`config.mk`:
```
export PLATFORM = sky130hd
export DESIGN_NAME = xb_wb_fwd
export DESIGN_NICKNAME = d
export VERILOG_FILES = /design/src/rtl/xb_pkg.sv /design/src/rtl/xb_fwd_port.sv /design/src/rtl/xb_wb_fwd.sv
export SDC_FILE = /design/constraint.sdc
export NUM_CORES = 1
export LEC_CHECK = 0
export CAP_MARGIN = 0
export CORE_ASPECT_RATIO = 1.75
export CORE_MARGIN = 5
export CORE_UTILIZATION = 45
export CTS_CLUSTER_DIAMETER = 100
export DETAILED_ROUTE_END_ITERATION = 6
export DONT_BUFFER_PORTS = 1
export HOLD_SLACK_MARGIN = 0.05
export PLACE_DENSITY = 0.58
export SKIP_LAST_GASP = 1
export SLEW_MARGIN = 20
export SYNTH_ARGS = -nofsm -noshare
export SYNTH_HDL_FRONTEND = slang
export SYNTH_SLANG_ARGS = --single-unit
```
`constraint.sdc`:
```
create_clock -name clk_dcd -period 4.3 [get_ports clk_dcd]
set_input_delay 0.86 -clock clk_dcd [delete_from_list [all_inputs] [get_ports clk_dcd]]
set_output_delay 0.86 -clock clk_dcd [all_outputs]
set_load 0.05 [all_outputs]
```
`src/rtl/xb_pkg.sv`:
```
// Shared definitions for the decode-stage writeback crossbar.
// Contents:
//   - default widths and pipeline depth used as parameter defaults by xb_wb_fwd
//   - result source index constants (broadcast plus execution units)
//   - a stage record {vld, addr, data} at the default widths
//   - a multi-hot detector for source write enables
package xb_pkg;

    localparam int XB_DATA_WIDTH    = 16;
    localparam int XB_ADDRESS_WIDTH = 4;
    localparam int XB_NUM_SRC       = 4;
    localparam int XB_NUM_RD        = 2;
    localparam int XB_WB_DEPTH      = 2;

    // Widest enable vector the multi-hot helper accepts.
    localparam int XB_MAX_SRC       = 32;

    localparam int XB_SRC_BC        = 0;
    localparam int XB_SRC_ALU       = 1;
    localparam int XB_SRC_MUL       = 2;
    localparam int XB_SRC_SHF       = 3;

    typedef struct packed {
        logic                        vld;
        logic [XB_ADDRESS_WIDTH-1:0] addr;
        logic [XB_DATA_WIDTH-1:0]    data;
    } xb_stage_t;

    // True when two or more enable bits are set (clearing the lowest set
    // bit leaves something behind).
    function automatic logic xb_multi_hot(input logic [XB_MAX_SRC-1:0] en);
        return (en & (en - 32'd1)) != 32'd0;
    endfunction

endpackage

```
`src/rtl/xb_fwd_port.sv`:
```
// Single read-port forwarding mux.
// Picks, in priority order, the incoming write, then stage 0 (youngest)
// through stage DEPTH-1 (oldest), and falls back to the register-file data.
// Ports:
//   radd      read address of this port
//   rf_dt     register-file read data for this port
//   in_vld    incoming write is valid (already gated by stall and reset)
//   in_addr   incoming write address
//   in_data   incoming write data
//   stg_vld   per-stage valid, bit k = stage k
//   stg_addr  packed stage addresses, slice k = stage k
//   stg_data  packed stage data, slice k = stage k
//   dt        operand data for this port
//   hit       1 when dt comes from a forward path
module xb_fwd_port #(
    parameter int DATA_WIDTH    = 16,
    parameter int ADDRESS_WIDTH = 4,
    parameter int WB_DEPTH      = 2
) (
    input  logic [ADDRESS_WIDTH-1:0]          radd,
    input  logic [DATA_WIDTH-1:0]             rf_dt,
    input  logic                              in_vld,
    input  logic [ADDRESS_WIDTH-1:0]          in_addr,
    input  logic [DATA_WIDTH-1:0]             in_data,
    input  logic [WB_DEPTH-1:0]               stg_vld,
    input  logic [WB_DEPTH*ADDRESS_WIDTH-1:0] stg_addr,
    input  logic [WB_DEPTH*DATA_WIDTH-1:0]    stg_data,
    output logic [DATA_WIDTH-1:0]             dt,
    output logic                              hit
);

    logic [DATA_WIDTH-1:0] dt_s;
    logic                  hit_s;
    logic                  match_s;

    // Walk from the oldest stage to the incoming write; each later match
    // overwrites the earlier one, so the youngest matching entry wins.
    // The last stage is included even while it is being written, because
    // the register-file read returns pre-write contents.
    always_comb begin
        dt_s    = rf_dt;
        hit_s   = 1'b0;
        match_s = 1'b0;
        for (int k = WB_DEPTH - 1; k >= 0; k--) begin
            match_s = stg_vld[k] & (stg_addr[k*ADDRESS_WIDTH +: ADDRESS_WIDTH] == radd);
            dt_s    = match_s ? stg_data[k*DATA_WIDTH +: DATA_WIDTH] : dt_s;
            hit_s   = hit_s | match_s;
        end
        match_s = in_vld & (in_addr == radd);
        dt_s    = match_s ? in_data : dt_s;
        hit_s   = hit_s | match_s;
    end

    assign dt  = dt_s;
    assign hit = hit_s;

endmodule

```
`src/rtl/xb_wb_fwd.sv`:
```
// Decode-stage writeback crossbar with forwarding.
// Selects the lowest-indexed enabled result source, carries it through a
// WB_DEPTH-stage writeback pipeline to the register file, and forwards the
// youngest in-flight result matching each read port's address.
// Ports:
//   clk_dcd        decode clock, rising edge
//   rst_dcd_n      asynchronous active-low reset
//   ps_xb_stall    1 freezes the writeback pipeline and ignores enables
//   ps_xb_w_en     per-source write enable (index 0 = broadcast)
//   ps_xb_wadd     destination address of the current write
//   src_xb_dt      packed source data, slice i = source i
//   ps_xb_radd     packed read addresses, slice r = port r
//   rf_xb_dt       packed register-file read data, slice r = port r
//   xb_dt          packed operand data (forwarded or register file)
//   xb_fwd_hit     per-port forward hit
//   xb_rf_w_En     register-file write strobe
//   xb_rf_wadd     register-file write address
//   xb_rf_dt       register-file write data
//   xb_err_multi   sticky: more than one source enabled in an accepted cycle
module xb_wb_fwd
    import xb_pkg::*;
#(
    parameter int DATA_WIDTH    = XB_DATA_WIDTH,
    parameter int ADDRESS_WIDTH = XB_ADDRESS_WIDTH,
    parameter int NUM_SRC       = XB_NUM_SRC,
    parameter int NUM_RD        = XB_NUM_RD,
    parameter int WB_DEPTH      = XB_WB_DEPTH
) (
    input  logic                            clk_dcd,
    input  logic                            rst_dcd_n,
    input  logic                            ps_xb_stall,
    input  logic [NUM_SRC-1:0]              ps_xb_w_en,
    input  logic [ADDRESS_WIDTH-1:0]        ps_xb_wadd,
    input  logic [NUM_SRC*DATA_WIDTH-1:0]   src_xb_dt,
    input  logic [NUM_RD*ADDRESS_WIDTH-1:0] ps_xb_radd,
    input  logic [NUM_RD*DATA_WIDTH-1:0]    rf_xb_dt,
    output logic [NUM_RD*DATA_WIDTH-1:0]    xb_dt,
    output logic [NUM_RD-1:0]               xb_fwd_hit,
    output logic                            xb_rf_w_En,
    output logic [ADDRESS_WIDTH-1:0]        xb_rf_wadd,
    output logic [DATA_WIDTH-1:0]           xb_rf_dt,
    output logic                            xb_err_multi
);

    localparam int LAST = WB_DEPTH - 1;

    typedef struct packed {
        logic                     vld;
        logic [ADDRESS_WIDTH-1:0] addr;
        logic [DATA_WIDTH-1:0]    data;
    } stage_t;

    stage_t                            stage_r [WB_DEPTH];
    logic                              err_r;

    logic                              in_vld_s;
    logic                              fwd_in_vld_s;
    logic                              multi_s;
    logic [DATA_WIDTH-1:0]             in_dt_s;
    logic [WB_DEPTH-1:0]               stg_vld_s;
    logic [WB_DEPTH*ADDRESS_WIDTH-1:0] stg_addr_s;
    logic [WB_DEPTH*DATA_WIDTH-1:0]    stg_data_s;

    // Source select: lowest set enable wins, scanning high to low so the
    // lowest index is the last to overwrite. With no enable the broadcast
    // slice is carried along with a clear valid.
    always_comb begin
        in_dt_s = src_xb_dt[XB_SRC_BC*DATA_WIDTH +: DATA_WIDTH];
        for (int i = NUM_SRC - 1; i >= 0; i--) begin
            in_dt_s = ps_xb_w_en[i] ? src_xb_dt[i*DATA_WIDTH +: DATA_WIDTH] : in_dt_s;
        end
    end

    assign in_vld_s     = (|ps_xb_w_en) & ~ps_xb_stall;
    // The incoming write must not forward while reset is held.
    assign fwd_in_vld_s = in_vld_s & rst_dcd_n;
    // Enables presented under stall are ignored; the issuer re-presents them.
    assign multi_s      = xb_multi_hot(XB_MAX_SRC'(ps_xb_w_en)) & ~ps_xb_stall;

    // Writeback pipeline: shift when not stalled, hold every stage otherwise.
    always_ff @(posedge clk_dcd or negedge rst_dcd_n) begin
        if (!rst_dcd_n) begin
            for (int k = 0; k < WB_DEPTH; k++) begin
                stage_r[k] <= '0;
            end
        end else if (!ps_xb_stall) begin
            stage_r[0] <= {in_vld_s, ps_xb_wadd, in_dt_s};
            for (int k = 1; k < WB_DEPTH; k++) begin
                stage_r[k] <= stage_r[k-1];
            end
        end else begin
            for (int k = 0; k < WB_DEPTH; k++) begin
                stage_r[k] <= stage_r[k];
            end
        end
    end

    // Sticky multi-source error, cleared only by reset.
    always_ff @(posedge clk_dcd or negedge rst_dcd_n) begin
        if (!rst_dcd_n) begin
            err_r <= 1'b0;
        end else if (multi_s) begin
            err_r <= 1'b1;
        end else begin
            err_r <= err_r;
        end
    end

    // Flatten the stage records into packed vectors for the port muxes.
    always_comb begin
        stg_vld_s  = '0;
        stg_addr_s = '0;
        stg_data_s = '0;
        for (int k = 0; k < WB_DEPTH; k++) begin
            stg_vld_s[k]                                  = stage_r[k].vld;
            stg_addr_s[k*ADDRESS_WIDTH +: ADDRESS_WIDTH]  = stage_r[k].addr;
            stg_data_s[k*DATA_WIDTH +: DATA_WIDTH]        = stage_r[k].data;
        end
    end

    for (genvar r = 0; r < NUM_RD; r++) begin : g_port
        xb_fwd_port #(
            .DATA_WIDTH    (DATA_WIDTH),
            .ADDRESS_WIDTH (ADDRESS_WIDTH),
            .WB_DEPTH      (WB_DEPTH)
        ) u_port (
            .radd     (ps_xb_radd[r*ADDRESS_WIDTH +: ADDRESS_WIDTH]),
            .rf_dt    (rf_xb_dt[r*DATA_WIDTH +: DATA_WIDTH]),
            .in_vld   (fwd_in_vld_s),
            .in_addr  (ps_xb_wadd),
            .in_data  (in_dt_s),
            .stg_vld  (stg_vld_s),
            .stg_addr (stg_addr_s),
            .stg_data (stg_data_s),
            .dt       (xb_dt[r*DATA_WIDTH +: DATA_WIDTH]),
            .hit      (xb_fwd_hit[r])
        );
    end

    // A held last stage strobes only in the cycle the stall releases, so
    // each entry is written exactly once.
    assign xb_rf_w_En   = stage_r[LAST].vld & ~ps_xb_stall;
    assign xb_rf_wadd   = stage_r[LAST].addr;
    assign xb_rf_dt     = stage_r[LAST].data;
    assign xb_err_multi = err_r;

endmodule

```
Word-level counts from Yosys, hierarchy flattened

Cells that the tools add are included.

$add $sub $neg: 1
Equal/unequal tests: 6
Multiplexer cells: 10
Bitwise gates (word level): 16
Reductions and logical operators: 2

Operator list:

| kind                                             | number |
|---|---|
| two-way mux 16 bit                               | 10 |
| bitwise AND 4 x 32 -> 32 bit                     | 1 |
| nonzero test 32 bit                              | 1 |
| equality test 4 bit                              | 6 |
| bitwise AND 1 bit                                | 10 |
| subtractor 4 x 1 -> 5 bit, second input constant | 1 |
| OR 1 bit                                         | 4 |
| OR reduction 4 bit                               | 1 |
| NOT 1 bit                                        | 1 |

Flip-flop bits (word level): 43
Input port bits: 115
Output and inout port bits: 56
Word-level logic and storage cells: 42

Longest topological paths before layout

Depth in word-level cells: 5
Depth in mapped cells: 7

Modules after synthesis

A second synthesis with hierarchy kept.

Cells, all modules: 501
Area total of the unflattened synthesis: 4241.6 um2

By module, submodules not included:

| module      | times used | cells an instance | area each (um2) | sequential area each (um2) |
|---|---|---|---|---|
| xb_wb_fwd   | 1          | 239               | 2585.0          | 1076.0 |
| xb_fwd_port | 2          | 131               | 828.3           | 0.0 |

Worst setup path before layout

No wires, ideal clock.

Kind: in2out
From: in ps_xb_w_en[1]
To: out xb_dt[27]
Arrival: 2.755 ns
Path slack: 0.685 ns
Stages on the path: 7
Path buffers: 2
Cell sequence: buf_6 > or4_4 > and3b_4 > nand2_4 > buf_6 > o21ai_1 > o22ai_1

Longest elaborated chain between the ends: 5

Ends and longest elaborated chain:

| item                   | line              | source |
|---|---|---|
| start: declaration     | xb_wb_fwd.sv:32   | `input logic [NUM_SRC-1:0] ps_xb_w_en,` |
| OR reduction 4 bit     | xb_wb_fwd.sv:74   | `assign in_vld_s = (\|ps_xb_w_en) & ~ps_xb_stall;` |
| bitwise AND 1 bit      | xb_wb_fwd.sv:74   |  |
| bitwise AND 1 bit      | xb_wb_fwd.sv:76   | `assign fwd_in_vld_s = in_vld_s & rst_dcd_n;` |
| bitwise AND 1 bit      | xb_fwd_port.sv:49 | `match_s = in_vld & (in_addr == radd);` |
| two-way mux 16 bit (*) | xb_fwd_port.sv:50 | `dt_s = match_s ? in_data : dt_s;` |
| end: declaration       | xb_wb_fwd.sv:37   | `output logic [NUM_RD*DATA_WIDTH-1:0] xb_dt,` |

Mark *: on every way between the ends. The rest lies on a longest branch, timed or not.

Worst setup path after layout

From: reg stage_r, in the netlist xb_rf_wadd[1]
To: out xb_dt[16]

Longest elaborated chain between the ends: 5

Ends and longest elaborated chain:

| item                             | line              | source |
|---|---|---|
| start: declaration               | xb_wb_fwd.sv:53   | `stage_t stage_r [WB_DEPTH];` |
| start signal: indexed assignment | xb_wb_fwd.sv:89   | `stage_r[k] <= stage_r[k-1];` |
| start signal: indexed assignment | xb_wb_fwd.sv:93   | `stage_r[k] <= stage_r[k];` |
| equality test 4 bit              | xb_fwd_port.sv:45 | `match_s = stg_vld[k] & (stg_addr[k*ADDRESS_WIDTH +: ADDRESS_WIDTH] == radd);` |
| bitwise AND 1 bit                | xb_fwd_port.sv:45 |  |
| two-way mux 16 bit (2 in series) | xb_fwd_port.sv:46 | `dt_s = match_s ? stg_data[k*DATA_WIDTH +: DATA_WIDTH] : dt_s;` |
| two-way mux 16 bit               | xb_fwd_port.sv:50 |  |

Every way passes these cells.

==> flow_summary.toml <==
[status]
status = "finished clean"

[route]
num_vias = 3428
ant_nets = 0
drt_iter0_drc = 237
drtPass1Iterations = 4
wire_per_inst_um = 22.38
via_per_inst = 6.132
route.detailed.drc = 0
drt_wl_total_mm = 12.51

[synthesis]
avgSynthCellArea_um2 = 8.433
ys_ff_latch = 43
synth_cell_types = 35
syn-num-nets = 572
synth_cells = 457
seq_area_frac_synth = 0.2792
yosysWarnings = 0
syn_area_um2 = 3854

[layout]
nFillCells = 836
nets = 558
area_delta_synth_final_pct = 6.007
layout-drive-gt1-share = 0.2455
seq_area_um2 = 1076
multi_input_area_um2 = 2360
antenna_cells = 0

[critical_path]
crit_fanout = 17
ff2ff_path_depth = 2
worstSetupStartpointType = "register"
cp_data_arrival_time_ns = 2.86
r2r_end = "stage_r[20]$_DFFE_PN0N_"
r2r_start = "stage_r[20]$_DFFE_PN0N_"
end_kind = "primary output"
rrSetupSlack_ns = 3.07
required_ns = 3.44
path_class = "reg2out"

[clock_network]
postCtsSetupRepairBufs = 0
cts_max_path_buffers = 2
cts_sinks = 43
hold_buffers = 0
clk_pin_slew_worst_paths_ns = 0.06
cts_root_buf = "clkbuf_16"
numCtsBuffers = 5
clock_latency_ns = 0.29
h-tree-depth = 2
cts_tree = "built"
cts_resized = 0

[floorplan]
core_um2 = 8313
die_h_um = 132.4
num_rows = 44
die_x_um = 79.96
pin_count = 171
initial_utilization = 0.4636
die_area_um2 = 10590

[global_routing]
grt_overflow_total = 0
track_usage = 0.2322
grt_pass1_vias = 3521
grt_pass1_wl_mm = 18.98
grt_max_degree = 62
grt_antenna_before_repair = 0

[placement]
pre_cts_ws_ns = 0.7550
dp_hpwl_mm = 9.450
routabilityCongestion = 0.8300
placement.io_buffers = 0

[timing]
worst-slew-pin-transition_ns = 0.9329
tns_ns = 0
rsz0062_at_grt = "false"
min_period_ns = 3.723
worst_slack_ns = 0.5766
maxSlewHeadroom = 0.3768
finalCritPeriodShare = 0.8659
setup_violations = 0
hold_viol = 0
report.final.slew_viol_count = 0
clock_skew_ns = 0.003755
max_clock_freq_ghz = 0.2686

[pwr]
irDropWorstVdd_mv = 0.2670
power.leakage_nw = 1.625
pwr_density_cell_nw_per_um2 = 418.4

[min_path]
hold_class = "in2async"

[job]
cap_violations = 0
==> cell type report <==
cell class	count	area share
Inverter	7	0.006432
Clock buffer	8	0.03828
Tap cell	115	0.03522
Timing Repair Buffer	43	0.07902
Sequential cell	43	0.2634
Multi-Input combinational cell	343	0.5776
==> layer usage <==
layer | track usage | vias up | share of wire
met1 | 0.2569 | 1612 | 0.35
met3 | 0.05782 | 21 | 0.086
met5 | 0 | - | 0
li1 | - | 1631 | -
met2 | 0.4156 | 164 | 0.54
met4 | 0.08835 | 0 | 0.025
==> report_power, final <==
group,switching [W],internal [W],total (W)
combinational,0.000427,0.000247,0.000674
clock,0.000155,0.000247,0.000402
sequential,0.000179,0.000455,0.000633
total,0.000760,0.000949,0.00171
==> critical path, stage by stage (launching register included) <==
cell and delay [ns]:
dfrtp_1 0.74, xnor2_2 0.18, buf_4 0.26, nand2_1 0.10, or2_1 0.57, a211oi_1 0.38
o22ai_1 0.13, buf_4 0.21
==> kinds of logic (layout without fill, tap and decap cells) <==
| kind of cell | count (synthesis) | after routing | share of synthesized area |
|---|---|---|---|
| muxes | 50 | 50 | 0.1409 |
| xor gates and xnor gates | 24 | 24 | 0.05844 |
| AOI/OAI and AO/OA | 162 | 162 | 0.2740 |
| and+or+nand+nor | 106 | 106 | 0.1364 |
| DFF | 43 | 43 | 0.2792 |
| buffers and inverters | 71 | 58 | 0.1084 |
| adders and majority gates | 1 | 1 | 0.002598 |
==> per-stage QoR <==
| step | hold WS, ns | area [um^2] | std cells | power, W | util |
|---|---|---|---|---|---|
| 6_report | 0.2639 | 4085 | 559 | 0.001709 | 0.4914 |
| 5_1_grt | 0.2476 | 4085 | 559 | 0.001792 | 0.4914 |
| 4_1_cts | 0.2521 | 4085 | 559 | 0.001726 | 0.4914 |
| 3_5_place_dp | 0.5198 | 3929 | 551 | 0.001317 | 0.4726 |
| 3_3_place_gp | 0.5099 | 3929 | 551 | 0.001307 | 0.4726 |
| 2_1_floorplan | 0.4843 | 3854 | 457 | 0.001198 | - |
==> placed cells by master (no fill, tap or decap), types with 5 or more instances in the layout <==
cell type | netlist | final
a211oi_1 | 13 | 13
a211oi_2 | 18 | 18
a21oi_1 | 12 | 12
buf_4 | 22 | 43
clkbuf_16 | 0 | 5
dfrtp_1 | 43 | 43
inv_1 | 7 | 7
mux2_2 | 34 | 34
mux2i_1 | 16 | 16
nand2_1 | 18 | 18
nand3_1 | 36 | 36
nor2_1 | 31 | 31
nor2b_1 | 6 | 6
nor3_1 | 5 | 5
o21ai_0 | 48 | 48
o21ai_1 | 29 | 29
o22ai_1 | 32 | 32
xnor2_1 | 8 | 8
xor2_1 | 14 | 14
==> worst max-delay path by stage <==
| stage | startpoint | end | depth (start not counted) |
|---|---|---|---|
| 2_1_floorplan | ps_xb_w_en[1] | xb_dt[27] | 7 |
| 3_3_place_gp | ps_xb_radd[0] | xb_dt[12] | 7 |
| 5_1_grt | xb_rf_wadd[3]$_DFFE_PN0N_ | xb_dt[31] | 7 |
| 4_1_cts | xb_rf_wadd[1]$_DFFE_PN0N_ | xb_dt[21] | 7 |
| 6_report | xb_rf_wadd[1]$_DFFE_PN0N_ | xb_dt[16] | 7 |
| 3_5_place_dp | ps_xb_radd[0] | xb_dt[9] | 7 |
==> state kept, by name, indices dropped and copies added (netlist names) <==
name / flops
xb_err_multi: 1
xb_rf_dt: 16
stage_r: 22
xb_rf_wadd: 4
==> synthesized netlist by cell type, drive strengths merged <==
| master | instances | area, um^2 |
|---|---|---|
| o21ai | 77 | 385.4 |
| o31ai | 1 | 7.510 |
| clkbuf | 22 | 82.58 |
| a221oi | 4 | 35.03 |
| mux2 | 34 | 382.9 |
| nor2 | 31 | 116.4 |
| o31a | 4 | 35.03 |
| nand2 | 20 | 98.84 |
| o22ai | 32 | 200.2 |
| and3b | 1 | 12.51 |
| inv | 7 | 26.28 |
| mux2i | 16 | 160.2 |
| o211a | 1 | 10.01 |
| nor3 | 5 | 25.02 |
| a21oi | 12 | 60.06 |
| maj3 | 1 | 10.01 |
| or4 | 1 | 11.26 |
| or2 | 2 | 12.51 |
| a211oi | 31 | 322.8 |
| buf | 42 | 309.1 |
| xnor2 | 10 | 102.6 |
| nor4 | 2 | 18.77 |
| and3 | 2 | 12.51 |
| nor2b | 6 | 37.54 |
| xor2 | 14 | 122.6 |
| dfrtp | 43 | 1076 |
| nand3 | 36 | 180.2 |
No activity file was read; power rests on OpenSTA's default activity.
